<file path="src/rtl/regfile_writeback.sv">
// rtl/regfile_writeback.sv - register-file write master merging ALU results with buffered load responses
module regfile_writeback #(
  parameter int DATA_W     = 64,
  parameter int ADDR_W     = 5,
  parameter int FIFO_DEPTH = 4
) (
  input  logic                          clk,
  input  logic                          reset,
  input  logic                          aluValid,
  input  logic [ADDR_W-1:0]             aluRd,
  input  logic [DATA_W-1:0]             aluData,
  input  logic                          ldValid,
  output logic                          ldReady,
  input  logic [ADDR_W-1:0]             ldRd,
  input  logic [2:0]                    ldFunct3,
  input  logic [DATA_W-1:0]             ldData,
  output logic                          writeEnable,
  output logic [ADDR_W-1:0]             writeAddr,
  output logic [DATA_W-1:0]             writeData,
  input  logic [ADDR_W-1:0]             chkAddr1,
  input  logic [ADDR_W-1:0]             chkAddr2,
  output logic                          chkBusy1,
  output logic                          chkBusy2,
  output logic [$clog2(FIFO_DEPTH):0]   fifoCount,
  output logic                          stallReq
);

  localparam int PTR_W = $clog2(FIFO_DEPTH);
  localparam int CNT_W = PTR_W + 1;

  logic [DATA_W-1:0] fifo_data_q [FIFO_DEPTH];
  logic [ADDR_W-1:0] fifo_rd_q   [FIFO_DEPTH];
  logic [PTR_W-1:0]  wr_ptr_q, wr_ptr_d;
  logic [PTR_W-1:0]  rd_ptr_q, rd_ptr_d;
  logic [CNT_W-1:0]  count_q, count_d;
  logic              we_q, we_d;
  logic [ADDR_W-1:0] waddr_q, waddr_d;
  logic [DATA_W-1:0] wdata_q, wdata_d;

  logic              push, pop;
  logic [DATA_W-1:0] ext_data;
  logic [FIFO_DEPTH-1:0] slot_valid;

  always_comb begin
    ext_data = ldData;
    case (ldFunct3)
      3'b000:  ext_data = {{(DATA_W-8){ldData[7]}},   ldData[7:0]};
      3'b001:  ext_data = {{(DATA_W-16){ldData[15]}}, ldData[15:0]};
      3'b010:  ext_data = {{(DATA_W-32){ldData[31]}}, ldData[31:0]};
      3'b100:  ext_data = {{(DATA_W-8){1'b0}},        ldData[7:0]};
      3'b101:  ext_data = {{(DATA_W-16){1'b0}},       ldData[15:0]};
      3'b110:  ext_data = {{(DATA_W-32){1'b0}},       ldData[31:0]};
      default: ext_data = ldData;
    endcase
  end

  // No pass-through when full: acceptance depends only on the registered count.
  assign ldReady = reset && (count_q < CNT_W'(FIFO_DEPTH));
  assign push    = ldValid && ldReady;
  assign pop     = !aluValid && (count_q != '0);

  always_comb begin
    wr_ptr_d = wr_ptr_q;
    rd_ptr_d = rd_ptr_q;
    count_d  = count_q;
    we_d     = 1'b0;
    waddr_d  = waddr_q;
    wdata_d  = wdata_q;
    if (push) wr_ptr_d = wr_ptr_q + PTR_W'(1);
    if (pop)  rd_ptr_d = rd_ptr_q + PTR_W'(1);
    if (push && !pop) count_d = count_q + CNT_W'(1);
    if (!push && pop) count_d = count_q - CNT_W'(1);
    if (aluValid) begin
      we_d    = (aluRd != '0);
      waddr_d = aluRd;
      wdata_d = aluData;
    end else if (pop) begin
      we_d    = (fifo_rd_q[rd_ptr_q] != '0);
      waddr_d = fifo_rd_q[rd_ptr_q];
      wdata_d = fifo_data_q[rd_ptr_q];
    end
  end

  always_ff @(posedge clk) begin
    if (!reset) begin
      wr_ptr_q <= '0;
      rd_ptr_q <= '0;
      count_q  <= '0;
      we_q     <= 1'b0;
      waddr_q  <= '0;
      wdata_q  <= '0;
    end else begin
      wr_ptr_q <= wr_ptr_d;
      rd_ptr_q <= rd_ptr_d;
      count_q  <= count_d;
      we_q     <= we_d;
      waddr_q  <= waddr_d;
      wdata_q  <= wdata_d;
    end
  end

  // Storage needs no reset; occupancy is tracked solely by the pointers and count.
  always_ff @(posedge clk) begin
    if (push) begin
      fifo_data_q[wr_ptr_q] <= ext_data;
      fifo_rd_q[wr_ptr_q]   <= ldRd;
    end
  end

  always_comb begin
    slot_valid = '0;
    for (int j = 0; j < FIFO_DEPTH; j++) begin
      slot_valid[j] = ({1'b0, PTR_W'(j) - rd_ptr_q} < count_q);
    end
  end

  function automatic logic busy_for(input logic [ADDR_W-1:0] addr);
    logic hit;
    hit = we_q && (waddr_q == addr);
    for (int j = 0; j < FIFO_DEPTH; j++) begin
      if (slot_valid[j] && (fifo_rd_q[j] == addr)) hit = 1'b1;
    end
    return (addr != '0) && hit;
  endfunction

  assign chkBusy1    = busy_for(chkAddr1);
  assign chkBusy2    = busy_for(chkAddr2);
  assign writeEnable = we_q;
  assign writeAddr   = waddr_q;
  assign writeData   = wdata_q;
  assign fifoCount   = count_q;
  assign stallReq    = (count_q == CNT_W'(FIFO_DEPTH));

endmodule
</file>
<file path="config.mk">
export PLATFORM = sky130hd
export DESIGN_NAME = regfile_writeback
export DESIGN_NICKNAME = d
export VERILOG_FILES = /design/src/rtl/regfile_writeback.sv
export SDC_FILE = /design/constraint.sdc
export NUM_CORES = 1
export LEC_CHECK = 0
export ABC_CLOCK_PERIOD_IN_PS = 7960
export CORE_AREA = 3 3 165 167
export DETAILED_ROUTE_END_ITERATION = 7
export DIE_AREA = 0 0 168 170
export PLACE_DENSITY = 0.92
export SYNTH_ARGS = -nofsm -noshare
export SYNTH_HDL_FRONTEND = slang
export SYNTH_SLANG_ARGS = --single-unit
</file>
<file path="constraint.sdc">
create_clock -name clk -period 7.96 [get_ports clk]
set_input_delay 2.388 -clock clk [delete_from_list [all_inputs] [get_ports clk]]
set_output_delay 2.388 -clock clk [all_outputs]
set_load 0.1 [all_outputs]
</file>
==> results of run 1 <==
state kept, by name (all words and copies together), names as in the netlist, named ones only:
register     count
fifoCount        3
fifo_rd_q       20
writeEnable      1
wr_ptr_q         2
writeAddr        5
fifo_data_q    256
rd_ptr_q         2
writeData       64
path summary, 6_finish.rpt:
check                                  from            end
worst min register to register  wr_ptr_q[1]    wr_ptr_q[1]
worst max-delay path            chkAddr2[0]       chkBusy2
worst max register to register         flop  writeData[31]
worst min-delay path            wr_ptr_q[1]    wr_ptr_q[1]
cell type report:
| cell class | count | area, sq um |
|---|---|---|
| sequential | 355 | 9877 |
| fill | 1613 | 7258 |
| multi-input combinational | 561 | 4796 |
| timing repair buffer | 239 | 2357 |
| clock buffer | 56 | 1059 |
| tap | 335 | 419.2 |
| clock inverter | 10 | 108.9 |
| inverter | 9 | 33.78 |
| antenna | 1 | 2.502 |
worst min-delay path, stage by stage (launching register included):
cell	delay, ns
dfxtp_1	0.34
nand2_1	0.06
o21ai_0	0.06
per-layer routing:
| metal | part of all wire, % | wire (um) | track usage [%] | vias up |
|---|---|---|---|---|
| li1 | - | - | - | 4123 |
| met1 | 41 | 13410 | 30.78 | 4462 |
| met2 | 50 | 16240 | 38.68 | 334 |
| met3 | 6.7 | 2182 | 4.181 | 49 |
| met4 | 1.8 | 569 | 5.550 | 0 |
| met5 | 0 | 0 | 0 | - |
layout by cell type (no fill, tap or decap), types with 31 or more instances in the layout:
cell type	n
a21o_1	32
and2_1	77
clkbuf_16	38
clkdlybuf4s50_1	226
dfxtp_1	77
edfxtp_1	276
mux2i_1	70
mux4_2	69
nand2_1	113
o21ai_0	33
o21ai_1	51
xor2_1	31
cells by family after synthesis:
| kind of cell | share of synthesized area (%) |
|---|---|
| AOI/OAI and AO/OA | 4.936 |
| xor gates and xnor gates | 3.274 |
| adders and majority gates | 0.8853 |
| buffers and inverters | 2.372 |
| DFF | 65.88 |
| muxes | 15.05 |
| and+or+nand+nor | 7.608 |
power by group:
group          leakage [uW]  switching, uW  internal, uW
registers           0.00319            127          2160
clock network      0.000571            661           983
logic               0.00310           1090           717
total               0.00685           1880          3860
through the flow:
step                power, uW  setup WS [ns]  hold slack (ns)  area (sq um)
detailed placement       4146          1.137           0.5080         17480
global route             5974         0.9689           0.5310         18650
global placement         4105          1.135           0.4875         17480
CTS                      5791          1.128           0.5179         18650
floorplan                3710         0.5533           0.4690         14980
finish                   5740          1.128           0.5099         18650
==> impl_metrics.ini, run 1 <==
[worst_setup_path]
path_buf_inv = 2
crit_path_max_incr_delay_ns = 0.67
required_ns = 5.57
worstPathArrival_ns = 4.44
r2r_cells = 5
crit_family = buffers and inverters
cpMaxStageDelayCell = clkdlybuf4s50_1
start_kind = primary input
critPathKind = in2out
crit_chain = clkdlybuf4s50_1 > xnor2_1 > nand3_1 > or4_1 > and4_1 > a21oi_1 > buf_4
critPathMaxFanout = 6
path_depth = 7
reg2reg_slack_ns = 5.26
crit_path_end_kind = primary output

[clock_tree]
clock-sinks = 355
cts_repair_resize_count = 0
clk_latency_ns = 0.51
htreeDepth = 2
cts_tree = built
cts_setup_buffers = 0
clock_path_buffers = 3
cts_hold_buf = 0
path_clk_slew_ns = 0.06
cts_made_buffers = 36
clockRootBuffer = clkbuf_16

[global_route]
overflow = 0
grt_usage_pct = 22.68
grt_max_degree = 79
grt_first_pass_wirelength_mm = 50.76
grt_pass1_vias = 9262
antenna_found_initial = 0

[synth]
synthTopCellsByArea = edfxtp_1 55%, dfxtp_1 11%, mux4_2 10%
synthTopCellsByCount = 276 x edfxtp_1, 113 x nand2_1, 79 x dfxtp_1
synth.top_cell.area_share_pct = 55.32
ys_seq_area_share_pct = 65.88
syn_nets = 1161
synth-seq-cells = 355
yosys.cell_count.top_type = edfxtp_1
synth-edff-count = 276
synthArstFlopShare_pct = 0
postSynthAreaPerCell_sq_um = 15.04
synth_largest_area_cell = edfxtp_1
syn_area_sq_mm = 0.01498
ys.flop_type = edfxtp_1
synthCells = 996
yosys_warnings = 0
yosysUniqueCellTypes = 39

[layout]
final_core_util_pct = 71.99
area_growth_pct = 24.50
drive_gt1_share_pct = 11.46
final_nets = 1367
layoutNonFillerInstCount = 1566

[placed_design]
portBuffers = 231
gp_congestion = 0.8395
placedCellCount = 1499
dp_hpwl_mm = 19.90

[pwr]
pwr_density_cell_mw_per_mm2 = 307.7
vdd_drop_max_v = 0.0002489
p_leak_uw = 0.006854

[floorplanning]
core_sq_mm = 0.02591
io_pins = 232
initial_core_util_pct = 57.82
rows = 59
die_h_um = 170
fp.dieW_um = 168
dieArea_sq_mm = 0.02856

[status]
status = completed

[sta]
grt_setup_unrepaired = no
setup_tns_ns = 0
fin_crit_sh_pct = 85.83
max_slew_margin_pct = 26.25
min_period_ns = 6.832
fin_skew_ns = 0.01921
report.final.slew_viol_count = 0
setup_viol = 0
worst_pin_slew_ns = 1.106
hold_violations = 0
clock.fmax_mhz = 146.4

[run]
maxCapViolations = 0

[route]
drtIter0Drc = 670
drcViolationCount = 0
wirelength_mm = 32.41
via_per_inst = 5.727
wl_per_cell_um = 20.70
drt-pass1-iter-count = 5
final_antenna_net_count = 0
vias = 8968

[worst_hold_path]
min_path_cells = 2
min_path_type = reg2reg
Power figures use the tool's default switching activity.
==> run 2, diff against run 1 <==
- CORE_AREA: 3 3 165 167 -> 3 3 178 180
- DIE_AREA: 0 0 168 170 -> 0 0 181 183
- PLACE_DENSITY: 0.92 -> 0.82
==> run 2 against run 1 <==
  * First-iteration DRC count fell by 6.7%
  * Wire length rose by 4.0%
  * Via count decreased by 0.62%
  * Largest power group unchanged
  * Highest routed layer unchanged
==> impl_metrics.ini, run 2 (synthesized netlist as in run 1, its figures left out) <==
[layout]
final_nets = 1373
largest_reg_flops = 256
drive_gt1_share_pct = 12.12
layout.area.seq_sq_mm = 0.009877
top_register = fifo_data_q
antenna-diode-count = 0
multi_input_area_sq_mm = 0.004796
layout_commonest_cell = edfxtp_1
final_cell_mix = 276 x edfxtp_1, 226 x clkdlybuf4s50_1, 113 x nand2_1
fill_cells = 2229
area_growth_pct = 26.08
layoutNonFillerInstCount = 1634

[worst_setup_path]
critPathKind = in2out
reg2reg_slack_ns = 5.18
crit_path_end_kind = primary output
start_kind = primary input
r2r_cells = 5
critPathMaxFanout = 6
worstPathArrival_ns = 4.45
required_ns = 5.57

[floorplanning]
io_pins = 232
fp.dieW_um = 181
dieArea_sq_mm = 0.03312
die_h_um = 183
initial_core_util_pct = 49.37
core_sq_mm = 0.03035
rows = 64

[placed_design]
portBuffers = 231
gp_congestion = 0.8210
placedCellCount = 1564
dp_hpwl_mm = 20.85

[sta]
min_period_ns = 6.842
hold_violations = 0
clock.fmax_mhz = 146.2
fin_crit_sh_pct = 85.95
fin_skew_ns = 0.01221
setup_tns_ns = 0
max_slew_margin_pct = 28.04
report.final.slew_viol_count = 0
worst_pin_slew_ns = 1.079
grt_setup_unrepaired = no
setup_viol = 0

[clock_tree]
cts_setup_buffers = 0
htreeDepth = 2
cts_tree = built
cts_hold_buf = 0
path_clk_slew_ns = 0.05
clk_latency_ns = 0.51
clock-sinks = 355
clockRootBuffer = clkbuf_16
clock_path_buffers = 3
cts_repair_resize_count = 0
cts_made_buffers = 38

[global_route]
grt_max_degree = 79
grt_pass1_vias = 9399
grt_first_pass_wirelength_mm = 53.14
overflow = 0
grt_usage_pct = 20.37
antenna_found_initial = 0

[worst_hold_path]
min_path_type = reg2reg
min_path_cells = 2

[route]
final_antenna_net_count = 0
wirelength_mm = 33.71
via_per_inst = 5.454
drcViolationCount = 0
vias = 8912
drt-pass1-iter-count = 5
wl_per_cell_um = 20.63
drtIter0Drc = 625

[status]
status = completed

[pwr]
p_leak_uw = 0.006939
pwr_density_cell_mw_per_mm2 = 311.4
vdd_drop_max_v = 0.0001996

[run]
maxCapViolations = 0
==> run 2: power by group <==
group | total, uW | internal, uW | leakage [uW] | switching (uW)
combinational | 1810 | 718 | 0.00312 | 1090
sequential | 2300 | 2160 | 0.00319 | 139
clock | 1780 | 1090 | 0.000635 | 686
==> run 2: layout make-up <==
type                       count  share of cell area, %
multi-input combinational    561                  25.39
sequential                   355                  52.29
inverter                       9                 0.1788
clock buffer                  61                  6.266
timing repair buffer         243                  12.64
tap                          396                  2.623
clock inverter                 9                 0.6160
==> run 2: worst paths after layout <==
path	from	end
hold reg to reg	wr_ptr_q[1]	wr_ptr_q[1]
setup / recovery	chkAddr2[4]	chkBusy2
setup reg to reg	flop	writeData[5]
hold / removal	wr_ptr_q[1]	wr_ptr_q[1]
==> run 2: critical path: stages <==
cell	delay (ns)
clkdlybuf4s50_1	0.68
xnor2_1	0.16
nand3_1	0.08
or4_1	0.49
and4_1	0.20
a21oi_1	0.14
buf_4	0.30
==> run 2: metal layers <==
metal	wire (um)	vias to the layer above	GRT usage [%]	part of all wire [%]
met5	0	-	0	0
met4	480	0	4.174	1.4
met3	1913	40	3.828	5.7
met2	16690	256	35.01	50
met1	14620	4488	27.63	43
li1	-	4128	-	-
==> run 2: metrics by stage <==
step	total power, uW	area (sq um)	hold slack [ns]	setup slack, ns	utilization, %
after floorplan	3710	14980	0.4690	0.5533	-
after global placement	4119	17590	0.4875	1.097	57.96
after detailed placement	4156	17590	0.5039	1.132	57.96
after CTS	5946	18890	0.5118	1.115	62.24
after global routing	6146	18890	0.5735	1.021	62.24
final	5882	18890	0.5096	1.118	62.24
